[config.mk]
export PLATFORM = sky130hd
export DESIGN_NAME = sched_src_queue
export DESIGN_NICKNAME = d
export VERILOG_FILES = /design/src/rtl/sched_src_queue.sv
export SDC_FILE = /design/constraint.sdc
export NUM_CORES = 1
export LEC_CHECK = 0
export BUFFER_PORTS_ARGS = -buffer_cell sky130_fd_sc_hd__buf_2
export CORE_ASPECT_RATIO = 2
export CORE_UTILIZATION = 35
export CTS_CLUSTER_SIZE = 40
export DETAILED_ROUTE_END_ITERATION = 10
export GPL_TIMING_DRIVEN = 0
export PLACE_DENSITY_LB_ADDON = 0.05
export SYNTH_ARGS = -nofsm -noshare
export SYNTH_HDL_FRONTEND = slang
export SYNTH_SLANG_ARGS = --single-unit
export TNS_END_PERCENT = 5
[constraint.sdc]
create_clock -name clk -period 3.8 [get_ports clk]
set_input_delay 0.57 -clock clk [delete_from_list [all_inputs] [get_ports clk]]
set_output_delay 0.57 -clock clk [all_outputs]
set_load 0.02 [all_outputs]
[src/rtl/sched_src_queue.sv]
// sched_src_queue: eight per-channel FIFOs fed from one push port, each draining over valid/ready
module sched_src_queue #(
   parameter int DEPTH = 4,
   parameter int DW = 8,
   parameter int PW = 8
) (
   input  logic          clk,
   input  logic          reset_n,
   input  logic          push_i,
   input  logic [2:0]    push_ch_i,
   input  logic [DW-1:0] push_data_i,
   input  logic [PW-1:0] push_prio_i,
   output logic          push_ready_o,
   output logic          valid_o_0,
   output logic          valid_o_1,
   output logic          valid_o_2,
   output logic          valid_o_3,
   output logic          valid_o_4,
   output logic          valid_o_5,
   output logic          valid_o_6,
   output logic          valid_o_7,
   output logic [DW-1:0] data_o_0,
   output logic [DW-1:0] data_o_1,
   output logic [DW-1:0] data_o_2,
   output logic [DW-1:0] data_o_3,
   output logic [DW-1:0] data_o_4,
   output logic [DW-1:0] data_o_5,
   output logic [DW-1:0] data_o_6,
   output logic [DW-1:0] data_o_7,
   output logic [PW-1:0] priority_o_0,
   output logic [PW-1:0] priority_o_1,
   output logic [PW-1:0] priority_o_2,
   output logic [PW-1:0] priority_o_3,
   output logic [PW-1:0] priority_o_4,
   output logic [PW-1:0] priority_o_5,
   output logic [PW-1:0] priority_o_6,
   output logic [PW-1:0] priority_o_7,
   input  logic          ready_i_0,
   input  logic          ready_i_1,
   input  logic          ready_i_2,
   input  logic          ready_i_3,
   input  logic          ready_i_4,
   input  logic          ready_i_5,
   input  logic          ready_i_6,
   input  logic          ready_i_7,
   output logic [15:0]   drop_cnt_o,
   output logic          busy_o
);
   localparam int AW = $clog2(DEPTH);
   localparam logic [AW:0] FULL = (AW+1)'(DEPTH);
   logic [AW-1:0] rd_q [8];
   logic [AW-1:0] rd_d [8];
   logic [AW-1:0] wr_q [8];
   logic [AW-1:0] wr_d [8];
   logic [AW:0]   cnt_q [8];
   logic [AW:0]   cnt_d [8];
   logic [DW-1:0] dmem_q [8][DEPTH];
   logic [PW-1:0] pmem_q [8][DEPTH];
   logic [DW-1:0] hd [8];
   logic [PW-1:0] hp [8];
   logic [15:0]   drop_q, drop_d;
   logic [7:0]    vld, rdy, pop, psh;
   logic          acc;

   assign rdy = {ready_i_7, ready_i_6, ready_i_5, ready_i_4, ready_i_3, ready_i_2, ready_i_1, ready_i_0};
   assign push_ready_o = cnt_q[push_ch_i] != FULL;
   assign acc = push_i && push_ready_o;
   assign busy_o = |vld;
   assign drop_cnt_o = drop_q;
   assign {valid_o_7, valid_o_6, valid_o_5, valid_o_4, valid_o_3, valid_o_2, valid_o_1, valid_o_0} = vld;
   assign data_o_0 = hd[0];
   assign data_o_1 = hd[1];
   assign data_o_2 = hd[2];
   assign data_o_3 = hd[3];
   assign data_o_4 = hd[4];
   assign data_o_5 = hd[5];
   assign data_o_6 = hd[6];
   assign data_o_7 = hd[7];
   assign priority_o_0 = hp[0];
   assign priority_o_1 = hp[1];
   assign priority_o_2 = hp[2];
   assign priority_o_3 = hp[3];
   assign priority_o_4 = hp[4];
   assign priority_o_5 = hp[5];
   assign priority_o_6 = hp[6];
   assign priority_o_7 = hp[7];

   // per-channel pointer/count update; heads are zeroed while empty so stale memory never leaks out
   always_comb begin
      for (int i = 0; i < 8; i++) begin
         vld[i] = cnt_q[i] != '0;
         pop[i] = vld[i] && rdy[i];
         psh[i] = acc && push_ch_i == 3'(i);
         rd_d[i] = rd_q[i] + AW'(pop[i]);
         wr_d[i] = wr_q[i] + AW'(psh[i]);
         cnt_d[i] = cnt_q[i] + (AW+1)'(psh[i]) - (AW+1)'(pop[i]);
         hd[i] = vld[i] ? dmem_q[i][rd_q[i]] : '0;
         hp[i] = vld[i] ? pmem_q[i][rd_q[i]] : '0;
      end
      drop_d = (push_i && !push_ready_o && drop_q != 16'hFFFF) ? drop_q + 16'd1 : drop_q;
   end

   // control state; reset empties every channel at once
   always_ff @(posedge clk or negedge reset_n) begin
      if (!reset_n) begin
         for (int i = 0; i < 8; i++) begin
            rd_q[i] <= '0;
            wr_q[i] <= '0;
            cnt_q[i] <= '0;
         end
         drop_q <= '0;
      end else begin
         rd_q <= rd_d;
         wr_q <= wr_d;
         cnt_q <= cnt_d;
         drop_q <= drop_d;
      end
   end

   // entry storage, deliberately left out of reset
   always_ff @(posedge clk) begin
      if (acc) begin
         dmem_q[push_ch_i][wr_q[push_ch_i]] <= push_data_i;
         pmem_q[push_ch_i][wr_q[push_ch_i]] <= push_prio_i;
      end
   end
endmodule

### Yosys cells after proc, flatten, opt, wreduce, memory -nomap -nowiden

Memories as Yosys holds them, arrays and structs flattened.
Index checks and enable logic that the tools add are counted.

| cells by class | value |
|---|---|
| add/subtract/negate cells | 33 |
| $lt $le $gt $ge | 11 |
| eq/ne operators | 9 |
| multiplexer cells | 74 |
| bitwise logic cells | 10 |
| reductions and logical operators | 31 |

Operators by type and width:

| kind | number |
|---|---|
| $mux W8 | 49 |
| $bmux W8 S2 | 16 |
| $add A2 B1 Y2 | 16 |
| $mux W32 | 1 |
| $ge A3 B3 Y1 const B | 9 |
| $not A2 Y3 | 9 |
| $add A3 B1 Y3 | 8 |
| $reduce_bool A3 Y1 | 8 |
| $sub A3 B1 Y3 | 8 |
| $logic_and A1 B1 Y1 | 20 |
| $add A16 B1 Y16 const B | 1 |
| $demux W8 S2 | 1 |
| $ne A16 B16 Y1 const B | 1 |
| $eq A3 B3 Y1 const B | 4 |
| $bmux W3 S3 | 1 |
| $reduce_or A8 Y1 | 1 |
| $bmux W2 S3 | 1 |
| $eq A3 B2 Y1 const B | 2 |
| $mux W3 | 2 |
| $ge A4 B4 Y1 const B | 1 |
| $mux W2 | 2 |
| $not A3 Y4 | 1 |
| $eq A3 B1 Y1 const B | 1 |
| $logic_not A3 Y1 | 1 |
| other kinds (4) | 4 |

| word-level totals | value |
|---|---|
| register bits | 72 |
| RAM bits | 512 |
| output and inout bits | 154 |
| word-level logic and storage cells | 195 |
| memories kept | 2 |

Memory list:

| memory | depth | bits a word | read ports | clocked after Yosys merged registers in | write ports | RTL line | text |
|---|---|---|---|---|---|---|---|
| dmem_q | 8 | 32 | 8 | 0 | 1 | 57 | `logic [DW-1:0] dmem_q [8][DEPTH];` |
| pmem_q | 8 | 32 | 8 | 0 | 1 | 58 | `logic [PW-1:0] pmem_q [8][DEPTH];` |

### Depth between registers and ports, before layout

Gate-level depths: netlist of the first run.

| logic depth | value |
|---|---|
| depth in word-level cells | 10 |
| gate-level depth with buffers | 14 |
| gate-level depth less buffers | 11 |

### Worst setup path after synthesis of the first run

No wires, ideal clock.

| timing | value |
|---|---|
| path kind | in2reg |
| start | in push_ch_i[1] |
| end | reg cnt_q[8] (netlist name) |
| setup time | 0.123 ns |
| arrival time | 2.995 ns |
| slack | 0.683 ns |
| cell stages on the path | 13 |
| buffers on the path | 3 |
| path through | buf_2 inv_1 o32ai_1 o22a_1 buf_6 buf_4 nand3_1 ha_1 inv_1 ha_1 fa_1 xnor2_1 xnor2_1 |

RTL lines:

| item | RTL line | text |
|---|---|---|
| from (decl) | 10 | `input logic [2:0] push_ch_i,` |
| to (signal assigned) | 115 | `cnt_q <= cnt_d;` |
| to (decl) | 55 | `logic [AW:0] cnt_q [8];` |

==> impl_metrics.py, run 1 <==
metrics = {
    "synth": {
        "syn_inst": 1157,
        "synth_area_leaders": "edfxtp_1 (67%), mux4_2 (13%), dfrtp_1 (7.8%)",
        "synth_top_area_cell": "edfxtp_1",
        "syn_nets": 1228,
        "yosys.cell_types.count": 44,
        "ys.flop_type": "edfxtp_1",
        "yosys_register_bits": 584,
        "synth_edf_count": 512,
        "syn-cell-area_mm2": 0.0231,
        "synth.top_cell.area_share_pct": 66.7,
        "ys_warn_count": 0,
        "synth_area_per_cell_um2": 19.9,
        "yosysSeqAreaShare_pct": 74.5,
        "synthArstFlopShare_pct": 12.3,
    },
    "setup_path": {
        "crit_path_end_kind": "flip-flop",
        "crit_type": "reg -> reg",
        "cp.arrival_ns": 4.07,
        "crit_chain": "and4bb_1 > o32ai_1 > o22a_1 > buf_6 > buf_4 > nand3_1 > ha_1 > inv_1 > ha_1 > inv_1 > fa_1 > xnor2_1 > xnor2_1",
        "rr_startpoint": "cnt_q[14]",
        "critical_path_required_ns": 4.31,
        "critPathLaunch": "cnt_q[14]",
        "slowest_delay_ns": 0.52,
        "path_buf_inv": 4,
        "cp_top_family": "adder cells",
        "crit_slowest_cell": "o32ai_1",
        "worstSetupStartpointType": "flip-flop",
        "crit_fanout": 10,
    },
    "routing": {
        "drc_errors": 0,
        "avgViaCountPerCell": 4.83,
        "routedWlPerCell_um": 24.2,
        "first_pass_iters": 4,
        "routed_wl_um": 56800,
        "route.vias.total": 11400,
        "drt_iter0_drc": 592,
        "ant_nets": 0,
    },
    "timing": {
        "final_max_slew_viol_count": 0,
        "fin_skew_ns": 0.0155,
        "setup-violations-final": 0,
        "worst_pin_slew_ns": 1.23,
        "rsz0062_at_grt": "false",
        "slew_headroom_pct": 17.4,
        "hold_viol_final": 0,
        "period_share_pct": 93.6,
        "fmax_mhz": 281,
        "finalCriticalPeriod_ns": 3.56,
    },
    "cells_and_area": {
        "multi_input_area_mm2": 0.00561,
        "fin_nets": 1503,
        "areaGrowthSynthToFinish_pct": 19.3,
        "seqCellArea_mm2": 0.0172,
        "fillerInstances": 5852,
        "drive_above_1_share_pct": 32.2,
        "post-route-util_pct": 42.4,
    },
    "grt": {
        "track_usage_pct": 17.3,
        "antenna_found_initial": 3,
        "grt_max_degree": 40,
        "grt.overflow.total": 0,
        "grt_pass1_wl_um": 82100,
        "first_global_vias": 12300,
    },
    "die": {
        "core_mm2": 0.0649,
        "initial_core_util_pct": 35.5,
        "die_area_mm2": 0.0670,
        "io_pins": 184,
        "rows": 132,
        "die_h_um": 365,
        "die_w_um": 183,
    },
    "power": {
        "p_leak_nw": 9.62,
        "peakVddDrop_mv": 0.379,
        "cellPowerDensity_mw_per_mm2": 725,
        "p_total_w": 0.0200,
    },
    "hold_path": {
        "worstHoldStart": "push_i",
        "hold_path_class": "in -> reg",
    },
    "clocking": {
        "cts_buffers": 54,
        "post_cts_buffers": 0,
        "insertion_delay_ns": 0.60,
        "cts_buffer_depth": 3,
        "clockRootBuffer": "clkbuf_16",
        "path_clk_slew_ns": 0.07,
        "cts.sinks": 584,
        "cts_htree_levels": 2,
        "tritoncts": "built",
    },
    "place": {
        "place.gp.congestion": 0.707,
        "hpwl_um": 37400,
        "port_buffers": 181,
    },
    "run": {
        "maxCapViolations": 0,
    },
    "run_status": {
        "status": "finished, final reports clean",
    },
}
synthesized netlist by cell type, types with 9 or more instances:
cell	count
inv_1	45
dfrtp_1	72
nand3_1	9
buf_2	13
xnor2_1	16
nand2_1	18
nor3_1	12
xor2_1	30
clkbuf_1	32
nor2b_1	137
nor2_1	36
mux4_2	129
ha_1	33
edfxtp_1	512
worst reg2reg max path: stages, from the launching register on:
cell	delay (ns)
dfrtp_1	0.41
and4bb_1	0.21
o32ai_1	0.52
o22a_1	0.27
buf_6	0.17
buf_4	0.22
nand3_1	0.35
ha_1	0.41
inv_1	0.05
ha_1	0.13
inv_1	0.05
fa_1	0.37
xnor2_1	0.17
xnor2_1	0.14
sequential cells by signal, indices dropped and copies added, names as in the netlist:
signal,count
drop_cnt_o,16
pmem_q,256
wr_q,16
cnt_q,24
rd_q,16
dmem_q,256
cells by family after synthesis:
kind of cell,share of synthesized area [%]
adders and majority gates,2.49
muxes,13.1
buffers and inverters,1.68
and+or+nand+nor,6.12
xor gates and xnor gates,1.75
DFF,74.5
AOI/OAI and AO/OA,0.364
through the flow:
stage                     setup WS, ns  hold WS, ns  cells  cell area [um2]  setup TNS (ns)
after floorplan                  0.683        0.274   1157            23100               0
after global placement          -0.543        0.449   2209            25100         -161.95
after detailed placement        -0.124        0.455   2246            25800          -0.189
after CTS                        0.198        0.403   2348            27500               0
after global routing            0.0716        0.424   2348            27500               0
final                            0.241        0.432   2349            27500               0
path summary, 6_finish.rpt:
path	endpoint	slack, ns	cells after the start
worst max-delay path	cnt_q[11]	0.24	13
worst min-delay path	drop_cnt_o[12]	0.43	3
worst max register to register	cnt_q[11]	0.24	13
worst min register to register	wr_q[13]	0.46	1
max in group asynchronous	wr_q[4]	2.68	3
min in group asynchronous	drop_cnt_o[0]	0.51	2
layout by cell type, fill, tap and decap left out, types with 3 or more instances in the layout:
cell type,netlist,final
buf_1,4,4
buf_16,0,9
buf_2,13,193
buf_6,1,6
buf_8,0,23
bufinv_16,0,4
clkbuf_1,32,51
clkbuf_16,0,55
clkinv_1,0,13
clkinv_2,0,5
dfrtp_1,72,72
edfxtp_1,512,512
fa_1,8,8
ha_1,33,33
inv_1,45,45
mux4_1,3,3
mux4_2,129,129
nand2_1,18,18
nand2b_1,3,3
nand3_1,9,9
nand4_1,3,3
nor2_1,36,4
nor2_2,0,32
nor2b_1,137,137
nor3_1,12,5
nor3_2,0,7
nor3b_1,5,5
nor4_1,8,8
xnor2_1,16,16
xor2_1,30,30
routing by layer:
metal	up-vias	share of wire (%)	routed length (um)	global-route usage (%)
met1	5998	40	22700	20.8
met5	-	0	0	0
li1	5044	-	-	-
met3	63	3.9	2240	2.05
met4	0	1.7	963	4.18
met2	252	54	30900	32.5
power breakdown:
part           internal (W)  total [W]  switching, W
clock network       0.00295    0.00530       0.00234
registers           0.00748    0.00778      0.000293
logic               0.00283    0.00688       0.00405
total                0.0133     0.0200       0.00669
cell type report:
class,instances,area share [%]
Antenna cell,1,0.00909
Buffer,51,0.796
Clock buffer,75,5.31
Clock inverter,26,0.814
Inverter,45,0.614
Multi-Input combinational cell,477,20.4
Sequential cell,584,62.4
Tap cell,871,3.96
Timing Repair Buffer,219,5.70
what timing repair did:
action / in CTS / in global routing
gates resized for setup: 0 / 0
hold buffers: 1 / 0
endpoints found under the hold margin: 33 / 0
Power figures use the tool's default switching activity.
==> inputs of run 2 (changes only) <==
RECOVER_POWER = 25   (was not set)
==> impl_metrics.py, run 2 (same netlist as run 1, synthesis figures left out) <==
metrics = {
    "run_status": {
        "status": "finished with violations",
        "violations": "capacitance limit, slew limit",
    },
    "timing": {
        "whs_ns": 0.432,
        "rsz0062_at_grt": "false",
        "finalCriticalPeriod_ns": 3.56,
        "worst_pin_slew_ns": 1.96,
        "tns_ns": 0,
        "fin_skew_ns": 0.0155,
        "fmax_mhz": 281,
        "final_max_slew_viol_count": 397,
        "period_share_pct": 93.6,
        "setup-violations-final": 0,
        "slew_headroom_pct": -30.7,
        "hold_viol_final": 0,
    },
    "clocking": {
        "cts_htree_levels": 2,
        "insertion_delay_ns": 0.60,
        "path_clk_slew_ns": 0.07,
        "cts_buffers": 54,
        "tritoncts": "built",
        "clockRootBuffer": "clkbuf_16",
        "cts.sinks": 584,
        "cts_buffer_depth": 3,
    },
    "grt": {
        "track_usage_pct": 17.3,
        "first_global_vias": 12300,
        "grt.overflow.total": 0,
        "antenna_found_initial": 3,
        "grt_max_degree": 40,
        "grt_pass1_wl_um": 82100,
    },
    "power": {
        "intPower_w": 0.0133,
        "cellPowerDensity_mw_per_mm2": 726,
        "p_sw_w": 0.00669,
        "p_leak_nw": 9.58,
        "clkPwrFrac_pct": 26.5,
        "peakVddDrop_mv": 0.379,
        "p_sw_share_pct": 33.5,
        "combPwrFrac_pct": 34.5,
        "p_seq_share_pct": 39.0,
    },
    "setup_path": {
        "critical_path_required_ns": 4.31,
        "crit_type": "reg -> reg",
        "cp.arrival_ns": 4.07,
        "slowest_delay_ns": 0.52,
        "crit_fanout": 10,
        "crit_chain": "and4bb_1 > o32ai_1 > o22a_1 > buf_6 > buf_4 > nand3_1 > ha_1 > inv_1 > ha_1 > inv_1 > fa_1 > xnor2_1 > xnor2_1",
        "crit_path_end_kind": "flip-flop",
        "worstSetupStartpointType": "flip-flop",
        "path_buf_inv": 4,
        "crit_slowest_cell": "o32ai_1",
        "cp_top_family": "adder cells",
    },
    "routing": {
        "routedWlPerCell_um": 24.2,
        "drt_iter0_drc": 592,
        "avgViaCountPerCell": 4.83,
        "ant_nets": 0,
        "first_pass_iters": 4,
        "drc_errors": 0,
        "routed_wl_um": 56800,
        "route.vias.total": 11400,
    },
    "place": {
        "place.gp.congestion": 0.707,
        "port_buffers": 181,
        "hpwl_um": 37400,
    },
    "die": {
        "initial_core_util_pct": 35.5,
        "rows": 132,
        "die_w_um": 183,
        "core_mm2": 0.0649,
        "die_h_um": 365,
        "die_area_mm2": 0.0670,
        "io_pins": 184,
    },
    "cells_and_area": {
        "drive_above_1_share_pct": 31.3,
        "fin_nets": 1503,
        "areaGrowthSynthToFinish_pct": 19.3,
        "mostFrequentLayoutCells": "edfxtp_1 (512), buf_2 (181), nor2b_1 (137)",
        "final_common_cell": "edfxtp_1",
    },
    "run": {
        "maxCapViolations": 12,
    },
    "hold_path": {
        "hold_path_class": "in -> reg",
    },
}
## run 2: changes by cell type in the layout (fill, tap and decap cells not counted)
cell,delta
clkbuf_1,+12
buf_2,-12
## run 2: worst register-to-register path, cell delays in order (launching register included)
cell,delay [ns]
dfrtp_1,0.41
and4bb_1,0.21
o32ai_1,0.52
o22a_1,0.27
buf_6,0.17
buf_4,0.22
nand3_1,0.35
ha_1,0.41
inv_1,0.05
ha_1,0.13
inv_1,0.05
fa_1,0.37
xnor2_1,0.17
xnor2_1,0.14
## run 2: per-stage QoR
| stage | utilization, % | cells | cell area, um2 | setup WS [ns] | power [W] |
|---|---|---|---|---|---|
| 2_1_floorplan | - | 1157 | 23100 | 0.683 | 0.0125 |
| 3_3_place_gp | 38.6 | 2209 | 25100 | -0.543 | 0.0148 |
| 3_5_place_dp | 39.8 | 2246 | 25800 | -0.124 | 0.0150 |
| 4_1_cts | 42.4 | 2348 | 27500 | 0.198 | 0.0204 |
| 5_1_grt | 42.4 | 2348 | 27500 | 0.0716 | 0.0210 |
| 6_report | 42.4 | 2349 | 27500 | 0.241 | 0.0200 |
## run 2: worst paths after layout
path | start | endpoint | slack, ns | cells after the start
max | cnt_q[14] | cnt_q[11] | 0.24 | 13
min reg2reg | wr_q[13] | wr_q[13] | 0.46 | 1
max in group asynchronous | reset_n | wr_q[4] | 2.68 | 3
min | push_i | drop_cnt_o[12] | 0.43 | 3
min in group asynchronous | reset_n | drop_cnt_o[0] | 0.51 | 2
max reg2reg | cnt_q[14] | cnt_q[11] | 0.24 | 13
## run 2: final cells by class
| cell class | count | area [um2] |
|---|---|---|
| diodes | 1 | 2.50 |
| plain buffers | 51 | 219 |
| clock buffers | 75 | 1460 |
| clock inverters | 26 | 224 |
| fillers | 5853 | 37400 |
| inverters | 45 | 169 |
| multi-input cells | 477 | 5610 |
| flip-flops and latches | 584 | 17200 |
| well taps | 871 | 1090 |
| repair buffers | 219 | 1550 |
## run 2: per-layer routing
metal  GRT usage [%]  share of wire [%]
met1            20.8                 40
met2            32.5                 54
met3            2.05                4.0
met4            4.18                1.7
met5               0                  0
## run 2: power groups by stage
stage | combinational, W | clock, W | sequential (W)
2_1_floorplan | 0.00462 | 0 | 0.00785
3_3_place_gp | 0.00693 | 0 | 0.00789
3_5_place_dp | 0.00710 | 0 | 0.00792
4_1_cts | 0.00712 | 0.00548 | 0.00778
5_1_grt | 0.00749 | 0.00567 | 0.00784
6_report | 0.00688 | 0.00530 | 0.00778
## run 2: repair_timing
action,CTS,global route
setup buffers,0,0
hold endpoints to repair,33,0
gates resized for setup,0,0
setup endpoints to repair,0,0
hold buffers,1,0
==> inputs of run 3 (changes only) <==
CORE_UTILIZATION = 50   (was 35)
==> impl_metrics.py, run 3 (same netlist as run 1, synthesis figures left out) <==
metrics = {
    "timing": {
        "worst_pin_slew_ns": 1.80,
        "period_share_pct": 89.9,
        "tns_ns": 0,
        "fmax_mhz": 293,
        "final_max_slew_viol_count": 488,
        "slew_headroom_pct": -19.9,
        "setup-violations-final": 0,
        "hold_viol_final": 0,
        "finalCriticalPeriod_ns": 3.42,
        "rsz0062_at_grt": "false",
        "whs_ns": 0.455,
        "fin_skew_ns": 0.0132,
    },
    "run": {
        "maxCapViolations": 15,
    },
    "routing": {
        "drc_errors": 4,
        "avgViaCountPerCell": 5.58,
        "routedWlPerCell_um": 25.0,
        "first_pass_iters": 7,
        "route.vias.total": 11300,
        "routed_wl_um": 50800,
        "drt_iter0_drc": 619,
        "ant_nets": 0,
    },
    "cells_and_area": {
        "fillerInstances": 3452,
        "areaGrowthSynthToFinish_pct": 16.3,
        "final_area_mm2": 0.0268,
        "drive_above_1_share_pct": 30.9,
        "final_common_cell": "edfxtp_1",
        "mostFrequentLayoutCells": "edfxtp_1 (512), buf_2 (179), nor2b_1 (137)",
        "final_cells": 2030,
        "fin_nets": 1497,
        "post-route-util_pct": 58.7,
    },
    "grt": {
        "antenna_found_initial": 0,
        "grt_pass1_wl_um": 75600,
        "track_usage_pct": 22.5,
        "grt.overflow.total": 0,
        "grt_max_degree": 49,
        "first_global_vias": 12200,
    },
    "clocking": {
        "cts.sinks": 584,
        "cts_htree_levels": 2,
        "tritoncts": "built",
        "cts_buffer_depth": 3,
        "path_clk_slew_ns": 0.06,
        "clockRootBuffer": "clkbuf_16",
        "insertion_delay_ns": 0.58,
        "cts_buffers": 50,
        "post_cts_buffers": 0,
        "ctsResizeCount": 0,
    },
    "run_status": {
        "violations": "DRC, capacitance limit, slew limit",
        "status": "finished with violations",
    },
    "setup_path": {
        "crit_type": "reg -> out",
        "crit_fanout": 10,
        "path_buf_inv": 3,
        "cp.arrival_ns": 2.85,
        "crit_chain": "clkbuf_1 > buf_2 > mux4_2 > nor2b_1 > buf_2",
        "crit_slowest_cell": "mux4_2",
        "critical_path_required_ns": 3.23,
        "cp_top_family": "buffers and inverters",
        "slowest_delay_ns": 0.54,
        "worstSetupStartpointType": "flip-flop",
        "timing.critical_path.mode_cell": "buf_2",
        "crit_path_end_kind": "output pin",
    },
    "die": {
        "initial_core_util_pct": 50.5,
        "rows": 111,
        "die_w_um": 154,
        "die_h_um": 306,
        "core_mm2": 0.0457,
        "die_area_mm2": 0.0470,
        "io_pins": 184,
    },
    "place": {
        "place_inst": 1938,
        "place.gp.congestion": 0.802,
        "port_buffers": 181,
        "dpl_cell_area_mm2": 0.0253,
        "hpwl_um": 33900,
    },
    "power": {
        "p_leak_nw": 9.45,
        "peakVddDrop_mv": 0.537,
        "cellPowerDensity_mw_per_mm2": 724,
    },
    "hold_path": {
        "hold_path_class": "in -> reg",
    },
}
[run 3: what timing repair did]
action                                  4_1_cts  5_1_grt
hold buffers                                  1        0
hold endpoints to repair                     24        0
endpoints found under the setup margin        0        0
[run 3: metrics by stage]
| step | total power [W] | setup slack [ns] |
|---|---|---|
| 2_1_floorplan | 0.0125 | 0.683 |
| 3_3_place_gp | 0.0147 | -0.378 |
| 3_5_place_dp | 0.0149 | 0.106 |
| 4_1_cts | 0.0197 | 0.101 |
| 5_1_grt | 0.0204 | 0.156 |
| 6_report | 0.0194 | 0.385 |
[run 3: final timing paths]
check	from	end	slack (ns)	cells past startpoint
hold / removal	push_i	drop_cnt_o[12]	0.45	3
setup / recovery	rd_q[10]	data_o_2[5]	0.38	5
min in group asynchronous	reset_n	drop_cnt_o[8]	0.93	2
hold reg to reg	wr_q[11]	wr_q[11]	0.47	1
max in group asynchronous	reset_n	cnt_q[23]	1.93	3
setup reg to reg	cnt_q[16]	cnt_q[17]	0.47	9
[run 3: cell type report]
| class | count | area, um2 | area share [%] |
|---|---|---|---|
| Timing Repair Buffer | 217 | 1420 | 5.31 |
| Sequential cell | 584 | 17200 | 64.1 |
| Tap cell | 565 | 707 | 2.64 |
| Clock buffer | 76 | 1420 | 5.30 |
| Antenna cell | 1 | 2.50 | 0.00933 |
| Multi-Input combinational cell | 477 | 5610 | 20.9 |
| Clock inverter | 14 | 88.8 | 0.331 |
| Buffer | 51 | 219 | 0.816 |
| Inverter | 45 | 169 | 0.630 |
[run 3: power breakdown]
group | switching, W | internal (W) | total, W
logic | 0.00400 | 0.00280 | 0.00680
clock network | 0.00218 | 0.00264 | 0.00481
registers | 0.000307 | 0.00749 | 0.00779
[run 3: worst register-to-register path: stages, from the launching register on]
cell	delay (ns)
dfrtp_1	0.42
nor3_2	0.74
clkbuf_1	0.63
nor2b_1	0.20
ha_1	0.33
inv_1	0.04
ha_1	0.18
fa_1	0.38
xnor2_1	0.18
xnor2_1	0.14
[run 3: metal layers]
metal / vias to the layer above / global-route usage (%) / wire (um)
li1: 5023 / - / -
met1: 5948 / 26.7 / 19200
met2: 285 / 40.8 / 27800
met3: 71 / 3.98 / 2550
met4: 0 / 7.49 / 1290
met5: - / 0 / 0
